`src/rtl/board_io_frontend.sv`:
```
// Board-side I/O front end: debounced switches, per-digit 7-segment decode,
// timed LCD enable-pulse sequencer and a sticky illegal-register-use flag.
module board_io_frontend #(
  parameter int NUM_SW           = 17,
  parameter int NUM_HEX          = 8,
  parameter int DEB_CYCLES       = 500000,
  parameter int LCD_SETUP_CYCLES = 2,
  parameter int LCD_EN_CYCLES    = 25,
  parameter int LCD_HOLD_CYCLES  = 2,
  parameter int HEX_ACTIVE_LOW   = 1
) (
  input  logic                   clk_i,
  input  logic                   rst_ni,
  input  logic [NUM_SW-1:0]      sw_pad_i,
  output logic [31:0]            io_sw_o,
  input  logic [NUM_HEX*32-1:0]  io_hex_i,
  input  logic [NUM_HEX-1:0]     hex_decode_i,
  output logic [NUM_HEX*7-1:0]   hex_pad_o,
  input  logic [31:0]            io_lcd_i,
  output logic [7:0]             lcd_data_o,
  output logic                   lcd_rw_o,
  output logic                   lcd_rs_o,
  output logic                   lcd_en_o,
  output logic                   lcd_on_o,
  output logic                   lcd_busy_o,
  input  logic                   err_clr_i,
  output logic                   err_o
);
  // state    | meaning
  // ST_IDLE  | data/RS/RW follow the register, waiting for an EN request edge
  // ST_SETUP | latched data driven, EN low
  // ST_PULSE | EN high
  // ST_HOLD  | EN low, latched data still driven
  typedef enum logic [1:0] {ST_IDLE, ST_SETUP, ST_PULSE, ST_HOLD} lcd_state_t;

  localparam int DEB_W = $clog2(DEB_CYCLES);
  localparam int LCD_MAX_A = (LCD_SETUP_CYCLES > LCD_EN_CYCLES) ? LCD_SETUP_CYCLES : LCD_EN_CYCLES;
  localparam int LCD_MAX = (LCD_MAX_A > LCD_HOLD_CYCLES) ? LCD_MAX_A : LCD_HOLD_CYCLES;
  localparam int LCD_CNT_W = $clog2(LCD_MAX + 1);
  localparam logic HEX_OFF = (HEX_ACTIVE_LOW != 0);

  function automatic logic [6:0] seg7(input logic [3:0] nib);
    case (nib)
      4'h0: seg7 = 7'h3F;  4'h1: seg7 = 7'h06;  4'h2: seg7 = 7'h5B;  4'h3: seg7 = 7'h4F;
      4'h4: seg7 = 7'h66;  4'h5: seg7 = 7'h6D;  4'h6: seg7 = 7'h7D;  4'h7: seg7 = 7'h07;
      4'h8: seg7 = 7'h7F;  4'h9: seg7 = 7'h6F;  4'hA: seg7 = 7'h77;  4'hB: seg7 = 7'h7C;
      4'hC: seg7 = 7'h39;  4'hD: seg7 = 7'h5E;  4'hE: seg7 = 7'h79;  default: seg7 = 7'h71;
    endcase
  endfunction

  logic [NUM_SW-1:0] sw_meta, sw_sync, sw_stable;

  always_ff @(posedge clk_i or negedge rst_ni) begin
    if (!rst_ni) begin
      sw_meta <= '0;
      sw_sync <= '0;
    end else begin
      sw_meta <= sw_pad_i;
      sw_sync <= sw_meta;
    end
  end

  for (genvar i = 0; i < NUM_SW; i++) begin : g_deb
    logic [DEB_W-1:0] cnt;
    logic             stable_q;
    always_ff @(posedge clk_i or negedge rst_ni) begin
      if (!rst_ni) begin
        cnt      <= '0;
        stable_q <= 1'b0;
      end else if (sw_sync[i] == stable_q) begin
        cnt <= '0;
      end else if (cnt == DEB_W'(DEB_CYCLES - 1)) begin
        stable_q <= sw_sync[i];
        cnt      <= '0;
      end else begin
        cnt <= cnt + 1'b1;
      end
    end
    assign sw_stable[i] = stable_q;
  end

  assign io_sw_o = 32'(sw_stable);

  logic [NUM_HEX*7-1:0] hex_next, hex_q;
  logic [NUM_HEX-1:0]   hex_bad;

  for (genvar k = 0; k < NUM_HEX; k++) begin : g_hex
    logic [31:0] digit;
    logic [6:0]  seg;
    assign digit               = io_hex_i[32*k +: 32];
    assign seg                 = hex_decode_i[k] ? seg7(digit[3:0]) : digit[6:0];
    assign hex_next[7*k +: 7]  = HEX_OFF ? ~seg : seg;
    assign hex_bad[k]          = hex_decode_i[k] ? |digit[31:4] : |digit[31:7];
  end

  always_ff @(posedge clk_i or negedge rst_ni) begin
    if (!rst_ni) hex_q <= {(NUM_HEX*7){HEX_OFF}};
    else         hex_q <= hex_next;
  end

  assign hex_pad_o = hex_q;

  lcd_state_t           state_q, state_d;
  logic [LCD_CNT_W-1:0] lcd_cnt;
  logic                 req_prev, req_edge, cnt_zero;
  logic [7:0]           data_q;
  logic                 rw_q, rs_q, on_q, err_q, err_set;

  assign req_edge = io_lcd_i[10] & ~req_prev;
  assign cnt_zero = (lcd_cnt == '0);

  always_ff @(posedge clk_i or negedge rst_ni) begin
    if (!rst_ni) state_q <= ST_IDLE;
    else         state_q <= state_d;
  end

  always_comb begin
    state_d = state_q;
    case (state_q)
      ST_IDLE:  if (req_edge) state_d = ST_SETUP;
      ST_SETUP: if (cnt_zero) state_d = ST_PULSE;
      ST_PULSE: if (cnt_zero) state_d = ST_HOLD;
      ST_HOLD:  if (cnt_zero) state_d = ST_IDLE;
      default:  state_d = ST_IDLE;
    endcase
  end

  always_comb begin
    lcd_en_o   = (state_q == ST_PULSE);
    lcd_busy_o = (state_q != ST_IDLE);
  end

  // One shared down-counter, reloaded with the length of each phase on entry.
  always_ff @(posedge clk_i or negedge rst_ni) begin
    if (!rst_ni) begin
      lcd_cnt <= '0;
    end else if (state_q != state_d) begin
      case (state_d)
        ST_SETUP: lcd_cnt <= LCD_CNT_W'(LCD_SETUP_CYCLES - 1);
        ST_PULSE: lcd_cnt <= LCD_CNT_W'(LCD_EN_CYCLES - 1);
        ST_HOLD:  lcd_cnt <= LCD_CNT_W'(LCD_HOLD_CYCLES - 1);
        default:  lcd_cnt <= '0;
      endcase
    end else if (!cnt_zero) begin
      lcd_cnt <= lcd_cnt - 1'b1;
    end
  end

  always_ff @(posedge clk_i or negedge rst_ni) begin
    if (!rst_ni) begin
      data_q   <= '0;
      rw_q     <= 1'b0;
      rs_q     <= 1'b0;
      on_q     <= 1'b0;
      req_prev <= 1'b0;
    end else begin
      req_prev <= io_lcd_i[10];
      on_q     <= io_lcd_i[31];
      if (state_q == ST_IDLE) begin
        data_q <= io_lcd_i[7:0];
        rw_q   <= io_lcd_i[8];
        rs_q   <= io_lcd_i[9];
      end
    end
  end

  assign lcd_data_o = data_q;
  assign lcd_rw_o   = rw_q;
  assign lcd_rs_o   = rs_q;
  assign lcd_on_o   = on_q;

  assign err_set = (|hex_bad) | (|io_lcd_i[30:11]) | (req_edge & (state_q != ST_IDLE));

  // Set has priority over a same-cycle clear.
  always_ff @(posedge clk_i or negedge rst_ni) begin
    if (!rst_ni) err_q <= 1'b0;
    else         err_q <= err_set | (err_q & ~err_clr_i);
  end

  assign err_o = err_q;

endmodule

```
`config.mk`:
```
export PLATFORM = sky130hd
export DESIGN_NAME = board_io_frontend
export DESIGN_NICKNAME = d
export VERILOG_FILES = /design/src/rtl/board_io_frontend.sv
export SDC_FILE = /design/constraint.sdc
export NUM_CORES = 1
export LEC_CHECK = 0
export BUFFER_PORTS_ARGS = -buffer_cell sky130_fd_sc_hd__buf_4
export CORE_ASPECT_RATIO = 0.8
export CORE_MARGIN = 2
export CORE_UTILIZATION = 30
export CTS_CLUSTER_SIZE = 8
export DETAILED_ROUTE_END_ITERATION = 7
export PLACE_DENSITY = 0.46
export SYNTH_ARGS = -nofsm -noshare
export SYNTH_HDL_FRONTEND = slang
export SYNTH_SLANG_ARGS = --single-unit
```
`constraint.sdc`:
```
create_clock -name clk_i -period 3 [get_ports clk_i]
set_input_delay 0.3 -clock clk_i [delete_from_list [all_inputs] [get_ports clk_i]]
set_output_delay 0.3 -clock clk_i [all_outputs]
set_load 0.01 [all_outputs]
```
==> impl_metrics.json, run 1 <==
{
  "final-max-slew-violation-count": 0,
  "postSynthAreaPerCell_um2": 9.82,
  "drt-wirelength-per-cell_um": 15.5,
  "die_w_um": 311,
  "rsz0062_at_grt": "false",
  "ir_drop_mv": 0.389,
  "hold_class": "in2reg",
  "synthMostInstantiatedCell": "nor2_1",
  "cts_tree": "yes",
  "syn_area_um2": 22600,
  "rr_worst_depth": 5,
  "grt_overflow_total": 0,
  "pwr-share-clk_pct": 45.3,
  "postRouteAntennaNets": 0,
  "drcViolationCount": 0,
  "grt_max_degree": 86,
  "finalCriticalPeriod_ns": 2.13,
  "total_power_uw": 15400,
  "synth_common_cells": "nor2_1, dfrtp_1, xnor2_1, nand2_1, xor2_1",
  "antenna_found_initial": 4,
  "synth_top_area_share_pct": 43.6,
  "seq_area_frac_synth_pct": 50.1,
  "async_flop_share_pct": 100,
  "switching_share_pct": 24.8,
  "leakagePower_uw": 0.0128,
  "grtUsageTotal_pct": 15.4,
  "worstSetupPathType": "reg2reg",
  "dp_cells": 3653,
  "tightest_slew_ns": 0.845,
  "grt_pass1_vias": 18300,
  "core_um2": 75000,
  "drtIter0Drc": 865,
  "yosys-top-cells-area": "dfrtp_1, nor2_1, xnor2_1, dfstp_2, xor2_1",
  "worstHoldStart": "io_hex_i[227]",
  "slew_headroom_pct": 43.2,
  "synthCells": 2303,
  "vias": 17900,
  "synth_top_cell_by_area": "dfrtp_1",
  "synthFlopType": "dfrtp_1",
  "r2r_end": "g_deb[0].cnt[17]",
  "critPathCaptureType": "register",
  "cts.sinks": 450,
  "finalNetCount": 3206,
  "clk_latency_ns": 0.60,
  "min_path_cells": 3,
  "synth_enable_flop_cells": 0,
  "h-tree-depth": 3,
  "p_int_uw": 11600,
  "die_area_um2": 77600,
  "arrival_ns": 2.57,
  "path_max_fanout": 19,
  "finClkSkew_ns": 0.0212,
  "cts_repair_resize_count": 0,
  "worstReg2RegStart": "g_deb[0].cnt[11]",
  "gp_congestion": 0.923,
  "ys_types": 59,
  "rows": 90,
  "cts_root_buf": "clkbuf_16",
  "required_ns": 3.45,
  "grt_pass1_wl_um": 96800,
  "numCtsBuffers": 67,
  "wirelength_um": 60000,
  "setup_violations": 0,
  "instances_no_fill": 3869,
  "initial_utilization_pct": 30.2,
  "p_seq_share_pct": 42.9,
  "dp_hpwl_um": 43200,
  "maxCapViolations": 0,
  "clkTransAtPathRegs_ns": 0.05,
  "viasPerCell": 4.63,
  "fillCellCount": 7478,
  "max_freq_ghz": 0.471,
  "r2r_slack_ns": 0.87,
  "power_density_nw_per_um2": 519,
  "ys_seq_elements": 450,
  "clock_path_buffers": 3,
  "regArea_um2": 11300,
  "pin_count": 418,
  "syn_to_final_growth_pct": 31.0,
  "multi_input_area_um2": 10400,
  "start_kind": "register",
  "post-route-period-util_pct": 70.8,
  "holdPathEnd": "hex_pad_o[51]",
  "setup_tns_ns": 0,
  "hold_violations": 0,
  "status": "finished clean",
  "combPwrFrac_pct": 11.8,
  "port-buffer-count": 402,
  "die_y_um": 250,
  "drt_pass1_iterations": 5,
  "switchingPower_uw": 3820,
  "synth_warnings": 0,
  "drive_gt1_share_pct": 21.3
}
placed cells by master, fill, tap and decap left out, types with 30 or more instances in the layout:
cell / instances
nor2_1: 425
buf_4: 412
dfrtp_1: 394
xnor2_1: 180
nand2_1: 151
xor2_1: 130
dlygate4sd3_1: 121
nand3_1: 111
inv_1: 89
nand4_1: 87
nor4_1: 82
clkbuf_16: 69
ha_1: 59
nor3_1: 58
o21ai_0: 57
dfstp_2: 56
a21oi_1: 51
mux2i_1: 40
and4_1: 31
and3_1: 30
metal layers:
metal  vias up  routed length [um]  global-route usage [%]
met5         -                   0                       0
met4         0                1830                    5.44
met2       373               27900                    25.0
met1      8556               26700                    19.4
met3       109                3560                    4.61
li1       8866                   -                       -
stage by stage:
step | setup WS (ns) | hold WS [ns] | cell area [um^2] | util (%)
after global routing | 0.721 | 0.0210 | 29600 | 39.5
after CTS | 0.841 | 0.000890 | 29600 | 39.5
after detailed placement | 0.628 | 0.277 | 26500 | 35.4
after floorplan | 1.21 | 0.00441 | 22700 | -
after global placement | 0.569 | 0.263 | 26500 | 35.4
final | 0.875 | 0.0483 | 29600 | 39.5
area by class of cell:
| type | instances | share of cell area [%] |
|---|---|---|
| multi-input combinational | 1685 | 35.2 |
| clock buffer | 84 | 6.05 |
| timing repair buffer | 537 | 14.8 |
| antenna | 4 | 0.0338 |
| sequential | 450 | 38.2 |
| clock inverter | 7 | 0.317 |
| inverter | 90 | 1.14 |
| tap | 1012 | 4.27 |
logic make-up (layout without fill, tap and decap cells):
family                   after synthesis  in the layout  synth area share, %
buffers and inverters                182            718                 4.06
AND/OR/NAND/NOR                     1077           1077                 23.5
multiplexers                          67             67                 3.12
AO/OA/AOI/OAI                        157            157                 3.95
adder cells (fa/ha/maj)               59             59                 3.26
other                                  1             19               0.0166
flip-flops                           450            450                 50.1
XOR/XNOR                             310            310                 12.0
flip-flops by register name, summed over array words and instances (netlist names):
register        cells
g_deb.cnt         323
g_deb.stable_q     17
hex_pad_o          56
lcd_cnt             5
err_o               1
state_q             2
lcd_on_o            1
lcd_rs_o            1
sw_sync            17
sw_meta            17
req_prev            1
lcd_data_o          8
lcd_rw_o            1
worst max path at each step:
stage,endpoint,depth (start not counted),from,slack [ns]
6_report,g_deb[0].cnt[17],5,g_deb[0].cnt[11],0.87
5_1_grt,g_deb[0].cnt[12],5,g_deb[0].cnt[11],0.72
4_1_cts,err_o,6,state_q[1],0.84
3_5_place_dp,err_o,7,io_hex_i[94],0.63
3_3_place_gp,err_o,7,io_hex_i[94],0.57
2_1_floorplan,g_deb[14].cnt[10],7,g_deb[14].cnt[0],1.21
timing repair:
action	in CTS	in global routing
buffers inserted	0	0
hold buffers	121	0
endpoints found under the hold margin	121	0
critical path, cell delays in order, from the launching register on:
cell,delay [ns]
dfrtp_1,0.45
nor4_1,0.37
nand4_1,0.15
nor4_1,0.28
or2_1,0.60
nor2_1,0.12
power groups by stage:
stage	logic [uW]	clock network (uW)	registers [uW]
after floorplan	713	0	6710
after global placement	1670	0	6680
after detailed placement	1690	0	6690
after CTS	1860	7290	6600
after global routing	2010	7550	6630
final	1820	6970	6600
Note: power is estimated with default switching activity, not from simulation.
==> run 2, diff against run 1 <==
- clock period: 3 -> 2.05 ns (I/O delays scaled with it)
==> run 2 against run 1 <==
  * Sequential cell count unchanged
  * Clock skew about the same
  * Die area unchanged
  * Critical path type is now in2reg
  * Sequential power increased by 46%
  * Worst hold slack improved by 0.0094 ns
  * Cell area increased by 2.2%
  * Combinational power increased by 55%
  * Non-clock buffer count increased by 64
  * Clock power increased by 45%
==> impl_metrics.json, run 2 (synthesized netlist as in run 1, its figures left out) <==
{
  "status": "finished clean",
  "path_max_fanout": 1,
  "slew_headroom_pct": 60.4,
  "core_um2": 75000,
  "path_buf_inv": 4,
  "worstSetupPathType": "in2reg",
  "layout_commonest_cell": "buf_4",
  "worstReg2RegStart": "g_deb[15].cnt[9]",
  "clock_path_buffers": 3,
  "cts_root_buf": "clkbuf_16",
  "hold_violations": 0,
  "port-buffer-count": 402,
  "layout_common_cells": "buf_4, nor2_1, dfrtp_1, xnor2_1, nand2_1",
  "leakagePower_uw": 0.0132,
  "design_area_um2": 30300,
  "syn_to_final_growth_pct": 34.0,
  "start_kind": "input port",
  "grt_pass1_wl_um": 98900,
  "startpoint": "io_hex_i[210]",
  "setup_ws_ns": 0.0742,
  "grt_overflow_total": 0,
  "tightest_slew_ns": 0.586,
  "arrival_ns": 2.42,
  "grtUsageTotal_pct": 15.6,
  "die_y_um": 250,
  "dp_hpwl_um": 43700,
  "clk_latency_ns": 0.60,
  "rows": 90,
  "numCtsBuffers": 66,
  "cp_top_family": "buffers and inverters",
  "dp_worst_setup_slack_ns": -0.315,
  "pin_count": 418,
  "cts_tree": "yes",
  "die_area_um2": 77600,
  "total_power_uw": 22500,
  "grt_max_degree": 63,
  "setup_violations": 0,
  "antenna_found_initial": 1,
  "vias": 18200,
  "r2r_slack_ns": 0.19,
  "final_util_pct": 40.4,
  "place_area_um2": 26900,
  "viasPerCell": 4.62,
  "finalCriticalPeriod_ns": 1.98,
  "max_freq_ghz": 0.506,
  "power_density_nw_per_um2": 743,
  "clkTransAtPathRegs_ns": 0.06,
  "wirelength_um": 60300,
  "drt_pass1_iterations": 5,
  "gp_congestion": 0.926,
  "critPathCaptureType": "register",
  "initial_utilization_pct": 30.2,
  "grt_pass1_vias": 18700,
  "final-max-slew-violation-count": 0,
  "finClkSkew_ns": 0.0213,
  "fillCellCount": 7396,
  "maxCapViolations": 0,
  "worstHoldStart": "io_hex_i[34]",
  "required_ns": 2.50,
  "drcViolationCount": 0,
  "drt-wirelength-per-cell_um": 15.3,
  "rsz0062_at_grt": "false",
  "regArea_um2": 11300,
  "top_register": "g_deb.cnt",
  "die_w_um": 311,
  "drive_gt1_share_pct": 22.3,
  "finalNetCount": 3269,
  "crit_chain": "dlygate4sd3_1 > buf_4 > nor2_1 > dlygate4sd3_1 > nand4_1 > dlygate4sd3_1 > nor3_2 > nand4_1",
  "multi_input_area_um2": 10500,
  "cp_common_cell": "dlygate4sd3_1",
  "postCtsSetupBuffers": 0,
  "drtIter0Drc": 742,
  "setup_tns_ns": 0,
  "cts.sinks": 450,
  "h-tree-depth": 3,
  "hold_class": "in2reg",
  "critPathSlowestCell": "dlygate4sd3_1",
  "post-route-period-util_pct": 96.4,
  "postRouteAntennaNets": 0,
  "largest_register_ffs": 323,
  "ir_drop_mv": 0.509,
  "crit_path_max_incr_delay_ns": 0.58
}
[run 2: path summary, 6_finish.rpt]
check                                         end  depth (start not counted)
worst max-delay path                        err_o                          8
worst min-delay path                 hex_pad_o[8]                          3
worst max register to register   g_deb[15].cnt[2]                          5
worst min register to register         sw_sync[4]                          0
max in group asynchronous           hex_pad_o[29]                          4
min in group asynchronous       g_deb[13].cnt[16]                          2
[run 2: report_power, final]
part	switching [uW]	leakage, uW	internal, uW
Sequential	268	0.00592	9370
Combinational	1350	0.00635	1480
Clock	4010	0.000899	6040
Total	5630	0.0132	16900
[run 2: metrics by stage]
stage                     cells  hold WS, ns
final                      3934       0.0577
after CTS                  3932       0.0123
after global placement     3690        0.113
after detailed placement   3690        0.110
after global routing       3932       0.0707
after floorplan            2317      -0.0906
[run 2: final cells by class]
class | instances | share of cell area, %
clock buffer | 89 | 5.91
sequential | 450 | 37.4
multi-input combinational | 1685 | 34.5
timing repair buffer | 601 | 16.6
inverter | 90 | 1.12
clock inverter | 5 | 0.207
antenna | 2 | 0.0165
tap | 1012 | 4.18
[run 2: metal layers]
metal / part of all wire (%) / global-route usage, %
met5: 0 / 0
met4: 2.9 / 5.26
met3: 6.3 / 4.38
met2: 46 / 25.5
met1: 44 / 19.9
[run 2: worst reg2reg max path, cell delays in order (launching register included)]
cell and delay (ns):
dfrtp_1 0.43, nor4bb_1 0.29, nand2_1 0.10, nor4_1 0.46, or2_4 0.37, nor2_1 0.09
[run 2: repair_timing]
| action | 4_1_cts | 5_1_grt |
|---|---|---|
| setup endpoints to repair | 0 | 144 |
| hold buffers | 148 | 0 |
| resized for setup | 0 | 12 |
| hold endpoints to repair | 320 | 0 |
==> run 3, diff against run 2 <==
- CORE_MARGIN: 2 -> not set
==> run 3 against run 2 <==
  * Combinational power hardly changed
  * First-iteration DRC count is 1.3% higher
  * Routed wire length is 1.3% higher
  * Worst setup slack better by 0.0063 ns
  * Fmax is 0.32% higher
  * Critical path type unchanged
  * Critical endpoint unchanged
==> impl_metrics.json, run 3 (synthesized netlist as in run 1, its figures left out) <==
{
  "rows": 89,
  "initial_utilization_pct": 30.5,
  "path_max_fanout": 2,
  "crit_chain": "dlygate4sd3_1 > buf_4 > o31ai_1 > buf_4 > nand4_1 > or4_1 > nor3_1 > buf_4 > nand4_1",
  "leakagePower_uw": 0.0132,
  "layout_common_cells": "buf_4, nor2_1, dfrtp_1, xnor2_1, nand2_1",
  "cp_common_cell": "buf_4",
  "finalCriticalPeriod_ns": 1.97,
  "ir_drop_mv": 0.435,
  "crit_path_max_incr_delay_ns": 0.55,
  "slew_headroom_pct": 54.1,
  "tightest_slew_ns": 0.682,
  "cp_top_family": "buffers and inverters",
  "cts_tree": "yes",
  "finClkSkew_ns": 0.0161,
  "max_freq_ghz": 0.508,
  "drcViolationCount": 0,
  "drtIter0Drc": 752,
  "critPathCaptureType": "register",
  "postCtsSetupBuffers": 0,
  "grt_overflow_total": 0,
  "start_kind": "input port",
  "die_w_um": 309,
  "largest_register_ffs": 323,
  "clkTransAtPathRegs_ns": 0.06,
  "min_path_cells": 5,
  "viasPerCell": 4.66,
  "gp_congestion": 0.920,
  "top_register": "g_deb.cnt",
  "syn_to_final_growth_pct": 33.8,
  "dp_hpwl_um": 44600,
  "path_buf_inv": 4,
  "antenna_found_initial": 1,
  "wl_met1_um": 27500,
  "grt_max_degree": 58,
  "cts_root_buf": "clkbuf_16",
  "postRouteAntennaNets": 0,
  "dp_cells": 3685,
  "instances_no_fill": 3928,
  "clock_path_buffers": 3,
  "wl_met2_um": 28400,
  "clk_latency_ns": 0.61,
  "grt_pass1_wl_um": 97200,
  "cts.sinks": 450,
  "critPathSlowestCell": "dlygate4sd3_1",
  "final-max-slew-violation-count": 0,
  "die_y_um": 248,
  "pin_count": 418,
  "maxCapViolations": 0,
  "drt-wirelength-per-cell_um": 15.5,
  "drive_gt1_share_pct": 22.2,
  "power_density_nw_per_um2": 742,
  "final_util_pct": 40.8,
  "status": "finished clean",
  "finalNetCount": 3276,
  "post-route-period-util_pct": 96.1,
  "highest_layer": "met4",
  "grt_pass1_vias": 18300,
  "port-buffer-count": 402,
  "arrival_ns": 2.43,
  "h-tree-depth": 3,
  "hold_violations": 0,
  "die_area_um2": 76500,
  "worstSetupPathType": "in2reg",
  "grtUsageTotal_pct": 15.9,
  "drt_pass1_iterations": 5,
  "r2r_slack_ns": 0.19,
  "met3_length_um": 3130,
  "layout_commonest_cell": "buf_4",
  "crit_cells": 9,
  "rr_worst_depth": 5,
  "setup_violations": 0,
  "hold_class": "in2reg",
  "core_um2": 74200,
  "vias": 18300,
  "required_ns": 2.51,
  "wirelength_um": 61100,
  "rsz0062_at_grt": "false",
  "numCtsBuffers": 66
}
[run 3: report_power, final]
part           switching [uW]  internal [uW]
registers                 270           9370
logic                    1340           1460
clock network            4100           5900
total                    5710          16700
[run 3: what timing repair did]
action,in CTS,in global routing
setup endpoints to repair,0,15
hold endpoints to repair,388,0
resized for setup,0,2
hold buffers,149,0
[run 3: stage by stage]
stage          TNS [ns]  setup slack, ns  total power [uW]  hold slack, ns  instance area [um^2]
2_1_floorplan         0            0.263             10900         -0.0906                 22700
3_3_place_gp     -0.128           -0.128             12300           0.172                 26900
3_5_place_dp     -0.133           -0.133             12300           0.178                 26900
4_1_cts               0            0.145             23000          0.0145                 30200
5_1_grt               0           0.0100             23600          0.0398                 30200
6_report              0           0.0805             22400          0.0666                 30200
[run 3: layout make-up]
cell class | count | area, um^2
Fill cell | 7325 | 43900
Clock buffer | 86 | 1730
Multi-Input combinational cell | 1685 | 10400
Tap cell | 1001 | 1250
Clock inverter | 7 | 123
Antenna cell | 1 | 2.50
Inverter | 90 | 338
Timing Repair Buffer | 608 | 5060
Sequential cell | 450 | 11300
[run 3: worst paths after layout]
kind / start / endpoint
worst max register to register: g_deb[14].cnt[0] / g_deb[14].cnt[11]
min in group asynchronous: rst_ni / sw_sync[4]
worst min-delay path: err_clr_i / err_o
max in group asynchronous: rst_ni / hex_pad_o[20]
worst min register to register: sw_meta[11] / sw_sync[11]
worst max-delay path: io_hex_i[133] / err_o
[run 3: layer usage]
layer / track usage, % / vias up
met4: 5.72 / 0
met5: 0 / -
li1: - / 9004
met3: 4.18 / 111
met1: 20.5 / 8807
met2: 25.7 / 373
[run 3: worst min-delay path: stages]
cell      delay (ns)
buf_4           0.11
nand2b_1        0.12
nand3_1         0.07
nor4_1          0.05
nand4_1         0.07
